==> src/rtl/sync_fifo_pkg.sv <==
// Shared types and helpers for the programmable single-clock FIFO.
// Level-to-flag decode is binary (no gray coding needed in one clock domain).
package sync_fifo_pkg;

   typedef struct packed {
      logic full;
      logic afull;
      logic pfull;
      logic empty;
      logic aempty;
      logic pempty;
   } fifo_flags_t;

   localparam fifo_flags_t FLAGS_RST = '{
      full:   1'b0,
      afull:  1'b0,
      pfull:  1'b0,
      empty:  1'b1,
      aempty: 1'b0,
      pempty: 1'b1
   };

   function automatic int unsigned fifo_entries(input int unsigned depth);
      return 32'(1) << depth;
   endfunction

   // Decode a word count into the full status flag set
   function automatic fifo_flags_t flags_from_level(
      input int unsigned level,
      input int unsigned entries,
      input int unsigned pfull_th,
      input int unsigned pempty_th
   );
      fifo_flags_t f;
      f.full   = (level == entries);
      f.afull  = (level == entries - 1);
      f.pfull  = (level >= pfull_th);
      f.empty  = (level == 0);
      f.aempty = (level == 1);
      f.pempty = (level <= pempty_th);
      return f;
   endfunction

endpackage

==> src/rtl/sync_fifo_ram.sv <==
// Storage array for sync_fifo_prog: synchronous write, asynchronous read.
module sync_fifo_ram
   import sync_fifo_pkg::*;
#(
   parameter int unsigned WIDTH = 8,
   parameter int unsigned DEPTH = 4
) (
   input  logic             clk,
   input  logic             we,
   input  logic [DEPTH-1:0] waddr,
   input  logic [WIDTH-1:0] wdata,
   input  logic [DEPTH-1:0] raddr,
   output logic [WIDTH-1:0] rdata
);

   localparam int unsigned ENTRIES = fifo_entries(DEPTH);

   logic [WIDTH-1:0] mem [ENTRIES];

   always_ff @(posedge clk) begin
      if (we) mem[waddr] <= wdata;
   end

   assign rdata = mem[raddr];

endmodule

==> src/rtl/sync_fifo_prog.sv <==
// Single-clock FIFO with programmable thresholds, level/remain and sticky errors.
// Define SYNC_FIFO_FWFT_EN for first-word-fall-through read; default is registered read.
module sync_fifo_prog
   import sync_fifo_pkg::*;
#(
   parameter int unsigned WIDTH = 8,
   parameter int unsigned DEPTH = 4
) (
   input  logic             i_clk,
   input  logic             i_rstn,
   input  logic             i_wr_en,
   input  logic [WIDTH-1:0] i_wr_data,
   input  logic             i_rd_en,
   output logic [WIDTH-1:0] o_rd_data,
   output logic             o_rd_valid,
   input  logic [DEPTH:0]   i_pfull_th,
   input  logic [DEPTH:0]   i_pempty_th,
   input  logic             i_err_clr,
   output logic             o_full,
   output logic             o_afull,
   output logic             o_pfull,
   output logic             o_empty,
   output logic             o_aempty,
   output logic             o_pempty,
   output logic [DEPTH:0]   o_level,
   output logic [DEPTH:0]   o_remain,
   output logic             o_ovf,
   output logic             o_udf
);

   localparam int unsigned PW      = DEPTH + 1;
   localparam int unsigned ENTRIES = fifo_entries(DEPTH);

   logic [PW-1:0]    wptr_q;
   logic [PW-1:0]    rptr_q;
   logic [PW-1:0]    level_q;
   logic [PW-1:0]    level_d;
   logic [PW-1:0]    remain_q;
   fifo_flags_t      flags_q;
   fifo_flags_t      flags_d;
   logic             ovf_q;
   logic             udf_q;
   logic             push_ok;
   logic             pop_ok;
   logic [WIDTH-1:0] ram_rdata;

   // Blocking decisions use only the registered flags
   always_comb begin
      push_ok = i_wr_en & ~flags_q.full;
      pop_ok  = i_rd_en & ~flags_q.empty;
      level_d = level_q + PW'(push_ok) - PW'(pop_ok);
      flags_d = flags_from_level(32'(level_d), ENTRIES,
                                 32'(i_pfull_th), 32'(i_pempty_th));
   end

   always_ff @(posedge i_clk or negedge i_rstn) begin
      if (!i_rstn) begin
         wptr_q   <= '0;
         rptr_q   <= '0;
         level_q  <= '0;
         remain_q <= PW'(ENTRIES);
         flags_q  <= FLAGS_RST;
      end else begin
         wptr_q   <= wptr_q + PW'(push_ok);
         rptr_q   <= rptr_q + PW'(pop_ok);
         level_q  <= level_d;
         remain_q <= PW'(ENTRIES) - level_d;
         flags_q  <= flags_d;
      end
   end

   // Sticky errors: a fresh event outranks a clear in the same cycle
   always_ff @(posedge i_clk or negedge i_rstn) begin
      if (!i_rstn) begin
         ovf_q <= 1'b0;
         udf_q <= 1'b0;
      end else begin
         ovf_q <= (i_wr_en & flags_q.full)  | (ovf_q & ~i_err_clr);
         udf_q <= (i_rd_en & flags_q.empty) | (udf_q & ~i_err_clr);
      end
   end

   sync_fifo_ram #(
      .WIDTH (WIDTH),
      .DEPTH (DEPTH)
   ) u_ram (
      .clk   (i_clk),
      .we    (push_ok),
      .waddr (wptr_q[DEPTH-1:0]),
      .wdata (i_wr_data),
      .raddr (rptr_q[DEPTH-1:0]),
      .rdata (ram_rdata)
   );

`ifdef SYNC_FIFO_FWFT_EN
   // Head word is presented as soon as the FIFO is non-empty
   assign o_rd_data  = ram_rdata;
   assign o_rd_valid = ~flags_q.empty;
`else
   logic [WIDTH-1:0] rd_data_q;
   logic             rd_valid_q;

   always_ff @(posedge i_clk or negedge i_rstn) begin
      if (!i_rstn) begin
         rd_data_q  <= '0;
         rd_valid_q <= 1'b0;
      end else begin
         if (pop_ok) rd_data_q <= ram_rdata;
         rd_valid_q <= pop_ok;
      end
   end

   assign o_rd_data  = rd_data_q;
   assign o_rd_valid = rd_valid_q;
`endif

   assign o_full   = flags_q.full;
   assign o_afull  = flags_q.afull;
   assign o_pfull  = flags_q.pfull;
   assign o_empty  = flags_q.empty;
   assign o_aempty = flags_q.aempty;
   assign o_pempty = flags_q.pempty;
   assign o_level  = level_q;
   assign o_remain = remain_q;
   assign o_ovf    = ovf_q;
   assign o_udf    = udf_q;

endmodule
==> config.mk <==
export PLATFORM = sky130hd
export DESIGN_NAME = sync_fifo_prog
export DESIGN_NICKNAME = d
export VERILOG_FILES = /design/src/rtl/sync_fifo_pkg.sv /design/src/rtl/sync_fifo_ram.sv /design/src/rtl/sync_fifo_prog.sv
export SDC_FILE = /design/constraint.sdc
export NUM_CORES = 1
export LEC_CHECK = 0
export ABC_CLOCK_PERIOD_IN_PS = 3800
export BUFFER_PORTS_ARGS = -buffer_cell sky130_fd_sc_hd__buf_2
export CAP_MARGIN = 20
export CORE_AREA = 2 2 119 121
export DETAILED_ROUTE_END_ITERATION = 8
export DIE_AREA = 0 0 121 123
export GPL_TIMING_DRIVEN = 0
export PLACE_DENSITY = 0.65
export SLEW_MARGIN = 20
export SYNTH_ARGS = -nofsm -noshare
export SYNTH_HDL_FRONTEND = slang
export SYNTH_HIERARCHICAL = 1
export SYNTH_SLANG_ARGS = --single-unit
==> constraint.sdc <==
create_clock -name i_clk -period 3.8 [get_ports i_clk]
set_input_delay 0.76 -clock i_clk [delete_from_list [all_inputs] [get_ports i_clk]]
set_output_delay 0.76 -clock i_clk [all_outputs]
set_load 0.005 [all_outputs]
==> results of run 1 <==
==> area by class of cell <==
cell class,instances,share of cell area [%]
multi-input cells,163,23.4
clock buffers,20,5.87
repair buffers,50,3.25
plain buffers,12,1.27
diodes,1,0.0322
inverters,17,0.853
clock inverters,12,1.99
well taps,180,2.90
flip-flops and latches,162,60.4
==> layout by cell type, fill, tap and decap left out, types with 4 or more instances in the layout <==
cell,synthesis,routed
a22oi_1,16,16
buf_2,4,53
clkbuf_16,0,17
clkinvlp_4,0,5
dfrtp_1,31,31
edfxtp_1,128,128
ha_1,20,20
inv_1,16,16
mux2_2,8,8
mux4_1,14,14
mux4_2,18,18
nand2_1,13,13
nand2b_1,5,5
nand3_1,5,5
nor2_1,15,15
nor2b_1,4,4
nor3_2,0,4
xnor2_1,7,7
==> power breakdown <==
group          switching [W]  internal [W]
registers           0.000173       0.00229
clock network       0.000666       0.00107
logic                0.00135       0.00116
==> critical path: stages <==
cell	delay, ns
buf_2	0.08
nor2b_1	0.27
buf_2	0.41
xnor2_1	0.11
ha_1	0.22
fa_1	0.43
a21o_1	0.18
a21oi_1	0.17
xnor2_1	0.41
ha_1	0.38
nor2b_1	0.15
a31oi_1	0.17
o211ai_1	0.10
==> sequential cells by signal, indices dropped and copies added, names as in the netlist <==
name        cells
o_udf           1
o_afull         1
o_empty         1
rptr_q          4
o_level         4
wptr_q          4
o_remain        5
o_rd_data       8
o_pempty        1
o_pfull         1
o_aempty        1
o_full          1
o_rd_valid      1
o_ovf           1
u_ram/mem     128
==> worst paths after layout <==
kind                                      to  slack, ns          from  depth (start not counted)
worst max-delay path                 o_pfull       0.24       i_rd_en                         13
worst min register to register  o_rd_data[3]       0.50  o_rd_data[3]                          1
worst max register to register       o_pfull       0.31       o_empty                         12
max in group asynchronous          wptr_q[0]       2.84        i_rstn                          1
min in group i_clk              o_rd_data[3]       0.50  o_rd_data[3]                          1
worst min-delay path              o_level[2]       0.45        i_rstn                          1
==> kinds of logic (layout without fill, tap and decap cells) <==
group | Yosys count | count (layout) | share of synthesized area, %
muxes | 40 | 40 | 13.0
buffers and inverters | 29 | 111 | 2.48
and+or+nand+nor | 61 | 61 | 5.04
xor gates and xnor gates | 12 | 12 | 1.80
AOI/OAI and AO/OA | 29 | 29 | 3.10
DFF | 162 | 162 | 70.6
other | 0 | 1 | 0
adders and majority gates | 21 | 21 | 4.06
==> per-layer routing <==
metal | up-vias | GRT usage, %
met4 | 0 | 6.54
met1 | 1731 | 24.9
li1 | 1533 | -
met3 | 14 | 3.69
met2 | 91 | 31.1
met5 | - | 0
==> through the flow <==
step | setup WS [ns] | hold slack (ns)
floorplan | 0.380 | 0.464
CTS | 0.0912 | 0.455
finish | 0.235 | 0.446
global route | 0.0192 | 0.504
global placement | -0.297 | 0.481
detailed placement | -0.328 | 0.493
==> what timing repair did <==
action                     CTS  global route
setup endpoints to repair    0             1
hold endpoints to repair     0             0
hold buffers                 0             0
gates resized for setup      0             1
==> flow_metrics.env, run 1 <==
export IMPL_synth_commonest_cells="128 x edfxtp_1, 31 x dfrtp_1, 20 x ha_1, 18 x mux4_2"
export IMPL_viasPerCell=5.46
export IMPL_skew_ns=0.00604
export IMPL_ys_ff_latch=162
export IMPL_areaGrowthSynthToFinish_pct=16.8
export IMPL_start_util_pct=48.9
export IMPL_grt_total_usage_pct=18.7
export IMPL_ant_nets=0
export IMPL_die_w_um=121
export IMPL_clockBufferDepth=2
export IMPL_core_area_um2=13600
export IMPL_finalPower_w=0.00671
export IMPL_final_core_util_pct=57.1
export IMPL_ys_types=43
export IMPL_yosys_warnings=6
export IMPL_holdCritPathClass="primary input to async pin"
export IMPL_setup_viol=0
export IMPL_overflow=0
export IMPL_route_detailed_drc=0
export IMPL_multi_input_area_um2=1820
export IMPL_cp_end_kind="register"
export IMPL_dr_max_layer_used="met4"
export IMPL_grt_pass1_wl_mm=19.7
export IMPL_grt_pass1_vias=3397
export IMPL_max_freq_ghz=0.281
export IMPL_cts_root_buffer="clkbuf_16"
export IMPL_synth_top_area_share_pct=57.7
export IMPL_synth_nets=398
export IMPL_hold_viol_final=0
export IMPL_cts_num_sinks=162
export IMPL_layout_drive_gt1_share_pct=31.0
export IMPL_synthFlopType="edfxtp_1"
export IMPL_stdcell_count=617
export IMPL_vdd_ir_drop_max_mv=0.367
export IMPL_dp_cells=584
export IMPL_slew_headroom_pct=29.3
export IMPL_clkLatencyLatePin_ns=0.41
export IMPL_period_needed_ns=3.56
export IMPL_rows=43
export IMPL_fin_area_um2=7780
export IMPL_dr_pass1_iters=5
export IMPL_rsz0062_at_grt="no"
export IMPL_wl_met1_mm=5.60
export IMPL_leakagePower_nw=2.91
export IMPL_crit_path_start_kind="primary input"
export IMPL_async_flop_share_pct=21.0
export IMPL_place_congestion=0.730
export IMPL_ys_seq_area_share_pct=70.6
export IMPL_critPathMaxFanout=11
export IMPL_die_area_um2=14900
export IMPL_grt_max_degree=35
export IMPL_tightest_slew_ns=1.06
export IMPL_cts_tree="done"
export IMPL_synth_top_area_cell="edfxtp_1"
export IMPL_wl_per_cell_um=20.6
export IMPL_worstPathRequired_ns=4.09
export IMPL_met3_length_um=626
export IMPL_vias=3369
export IMPL_io_pins=50
export IMPL_drt_iter0_drc=217
export IMPL_fin_nets=467
export IMPL_maxCapViolations=0
export IMPL_regArea_um2=4700
export IMPL_ys_top_cells_by_area="edfxtp_1 58%, dfrtp_1 12%, mux4_2 6.1%"
export IMPL_slew_viol_final=0
export IMPL_antenna_found_initial=0
export IMPL_numCtsBuffers=17
export IMPL_met2_length_mm=6.31
export IMPL_dp_hpwl_mm=8.27
export IMPL_status="completed"
export IMPL_cp_data_arrival_time_ns=3.85
export IMPL_synth_most_common_cell="edfxtp_1"
export IMPL_finalSetupTns_ns=0
export IMPL_p_per_area_nw_per_um2=863
export IMPL_synth_cells=354
export IMPL_syn_area_per_cell_um2=18.8
export IMPL_cts_setup_buffers=0
export IMPL_fill_cells=1046
export IMPL_place_area_um2=7160
export IMPL_syn_area_um2=6660
export IMPL_portBuffers=49
export IMPL_path_class="primary input to register"
export IMPL_die_h_um=123
export IMPL_fin_crit_sh_pct=93.8
export IMPL_path_clk_slew_ns=0.06
export IMPL_h_tree_depth=4
export IMPL_wirelength_mm=12.7
export IMPL_synth_edf_count=128
Note: power is estimated with default switching activity, not from simulation.
==> inputs of run 2 (changes only) <==
--- a/config.mk
+++ b/config.mk
@@ -9,6 +9,7 @@
 export BUFFER_PORTS_ARGS = -buffer_cell sky130_fd_sc_hd__buf_2
 export CAP_MARGIN = 20
 export CORE_AREA = 2 2 119 121
+export CTS_BUF_LIST = sky130_fd_sc_hd__clkbuf_4 sky130_fd_sc_hd__clkbuf_8 sky130_fd_sc_hd__clkbuf_16
 export DETAILED_ROUTE_END_ITERATION = 8
 export DIE_AREA = 0 0 121 123
 export GPL_TIMING_DRIVEN = 0
==> flow_metrics.env, run 2 (synthesis gave the netlist of run 1 again) <==
export IMPL_grt_max_degree=35
export IMPL_reg2reg_depth=12
export IMPL_r2r_slack_ns=0.30
export IMPL_cp_end_kind="register"
export IMPL_status="completed"
export IMPL_r2r_start="o_empty"
export IMPL_final_cell_mix="128 x edfxtp_1, 53 x buf_2, 31 x dfrtp_1"
export IMPL_io_pins=50
export IMPL_wl_per_cell_um=20.7
export IMPL_path_class="primary input to register"
export IMPL_slew_viol_final=0
export IMPL_place_congestion=0.730
export IMPL_start_util_pct=48.9
export IMPL_leakagePower_nw=2.91
export IMPL_hold_viol_final=0
export IMPL_wirelength_mm=12.8
export IMPL_period_needed_ns=3.57
export IMPL_overflow=0
export IMPL_ant_nets=0
export IMPL_vias=3364
export IMPL_cts_num_sinks=162
export IMPL_grt_pass1_wl_mm=19.7
export IMPL_setup_viol=0
export IMPL_tightest_slew_ns=1.02
export IMPL_grt_pass1_vias=3400
export IMPL_path_clk_slew_ns=0.06
export IMPL_fin_area_um2=7780
export IMPL_die_h_um=123
export IMPL_cts_tree="done"
export IMPL_crit_path_start_kind="primary input"
export IMPL_rr_endpoint="o_pfull"
export IMPL_die_area_um2=14900
export IMPL_viasPerCell=5.45
export IMPL_p_per_area_nw_per_um2=863
export IMPL_path_cells="buf_2 > nor2b_1 > buf_2 > xnor2_1 > ha_1 > fa_1 > a21o_1 > a21oi_1 > xnor2_1 > ha_1 > nor2b_1 > a31oi_1 > o211ai_1"
export IMPL_largest_register="u_ram/mem"
export IMPL_drt_iter0_drc=220
export IMPL_holdCritPathClass="primary input to async pin"
export IMPL_numCtsBuffers=17
export IMPL_cp_slowest_stage_delay_ns=0.43
export IMPL_ctsHoldBuffers=0
export IMPL_maxCapViolations=0
export IMPL_critPathSlowestCell="fa_1"
export IMPL_rsz0062_at_grt="no"
export IMPL_slew_headroom_pct=31.6
export IMPL_cp_data_arrival_time_ns=3.86
export IMPL_portBuffers=49
export IMPL_cts_root_buffer="clkbuf_16"
export IMPL_fin_nets=467
export IMPL_rows=43
export IMPL_layout_drive_gt1_share_pct=31.2
export IMPL_place_area_um2=7160
export IMPL_clockBufferDepth=2
export IMPL_dp_hpwl_mm=8.27
export IMPL_final_common_cell="edfxtp_1"
export IMPL_die_w_um=121
export IMPL_skew_ns=0.00809
export IMPL_vdd_ir_drop_max_mv=0.369
export IMPL_critical_path_top_delay_family="adder cells"
export IMPL_fin_crit_sh_pct=94.1
export IMPL_antenna_found_initial=0
export IMPL_core_area_um2=13600
export IMPL_worstPathRequired_ns=4.09
export IMPL_max_freq_ghz=0.280
export IMPL_dr_pass1_iters=4
export IMPL_largest_reg_flops=128
export IMPL_critPathBufInv=2
export IMPL_clkLatencyLatePin_ns=0.42
export IMPL_areaGrowthSynthToFinish_pct=16.9
export IMPL_h_tree_depth=4
export IMPL_grt_total_usage_pct=18.7
export IMPL_route_detailed_drc=0
export IMPL_finalPower_w=0.00672
export IMPL_critPathMaxFanout=11
export IMPL_cp_depth=13
## run 2: cell counts in the layout (fill, tap and decap cells not counted)
No cell type changed its count.
## run 2: report_power, final
part | leakage [nW] | total, W | internal (W) | switching [W]
clock | 0.288 | 0.00174 | 0.00108 | 0.000668
combinational | 1.06 | 0.00251 | 0.00116 | 0.00135
sequential | 1.56 | 0.00246 | 0.00229 | 0.000175
## run 2: what timing repair did
action | in CTS | in global routing
endpoints found under the setup margin | 0 | 1
resized for setup | 0 | 1
setup buffers | 0 | 0
## run 2: layer usage
layer,vias up,track usage (%),part of all wire (%),wire length [µm]
li1,1531,-,-,-
met1,1721,24.9,44,5560
met2,98,31.1,50,6330
met3,14,3.69,5.5,699
met4,0,6.54,1.4,173
met5,-,0,0,0
## run 2: stage by stage
step                TNS, ns  setup WS, ns  std cells  util (%)  hold slack, ns
floorplan                 0         0.380        354         -           0.464
global placement     -0.450        -0.297        583      52.4           0.481
detailed placement   -0.502        -0.328        584      52.6           0.493
global route              0        0.0192        616      57.2           0.504
finish                    0         0.226        617      57.2           0.448
CTS                       0        0.0912        616      57.1           0.455
## run 2: area by class of cell
cell class	instances	area [µm²]
plain buffers	12	98.8
multi-input cells	163	1820
well taps	180	225
fillers	1044	5830
repair buffers	50	253
inverters	17	66.3
clock buffers	20	460
clock inverters	12	155
flip-flops and latches	162	4700
diodes	1	2.50
## run 2: how the worst max path moves through the flow
stage	start	end	slack (ns)
2_1_floorplan	i_rd_en	o_pfull	0.38
3_3_place_gp	i_rd_en	o_pfull	-0.30
3_5_place_dp	i_rd_en	o_pfull	-0.33
4_1_cts	i_rd_en	o_pfull	0.09
5_1_grt	i_rd_en	o_pfull	0.02
6_report	i_rd_en	o_pfull	0.23
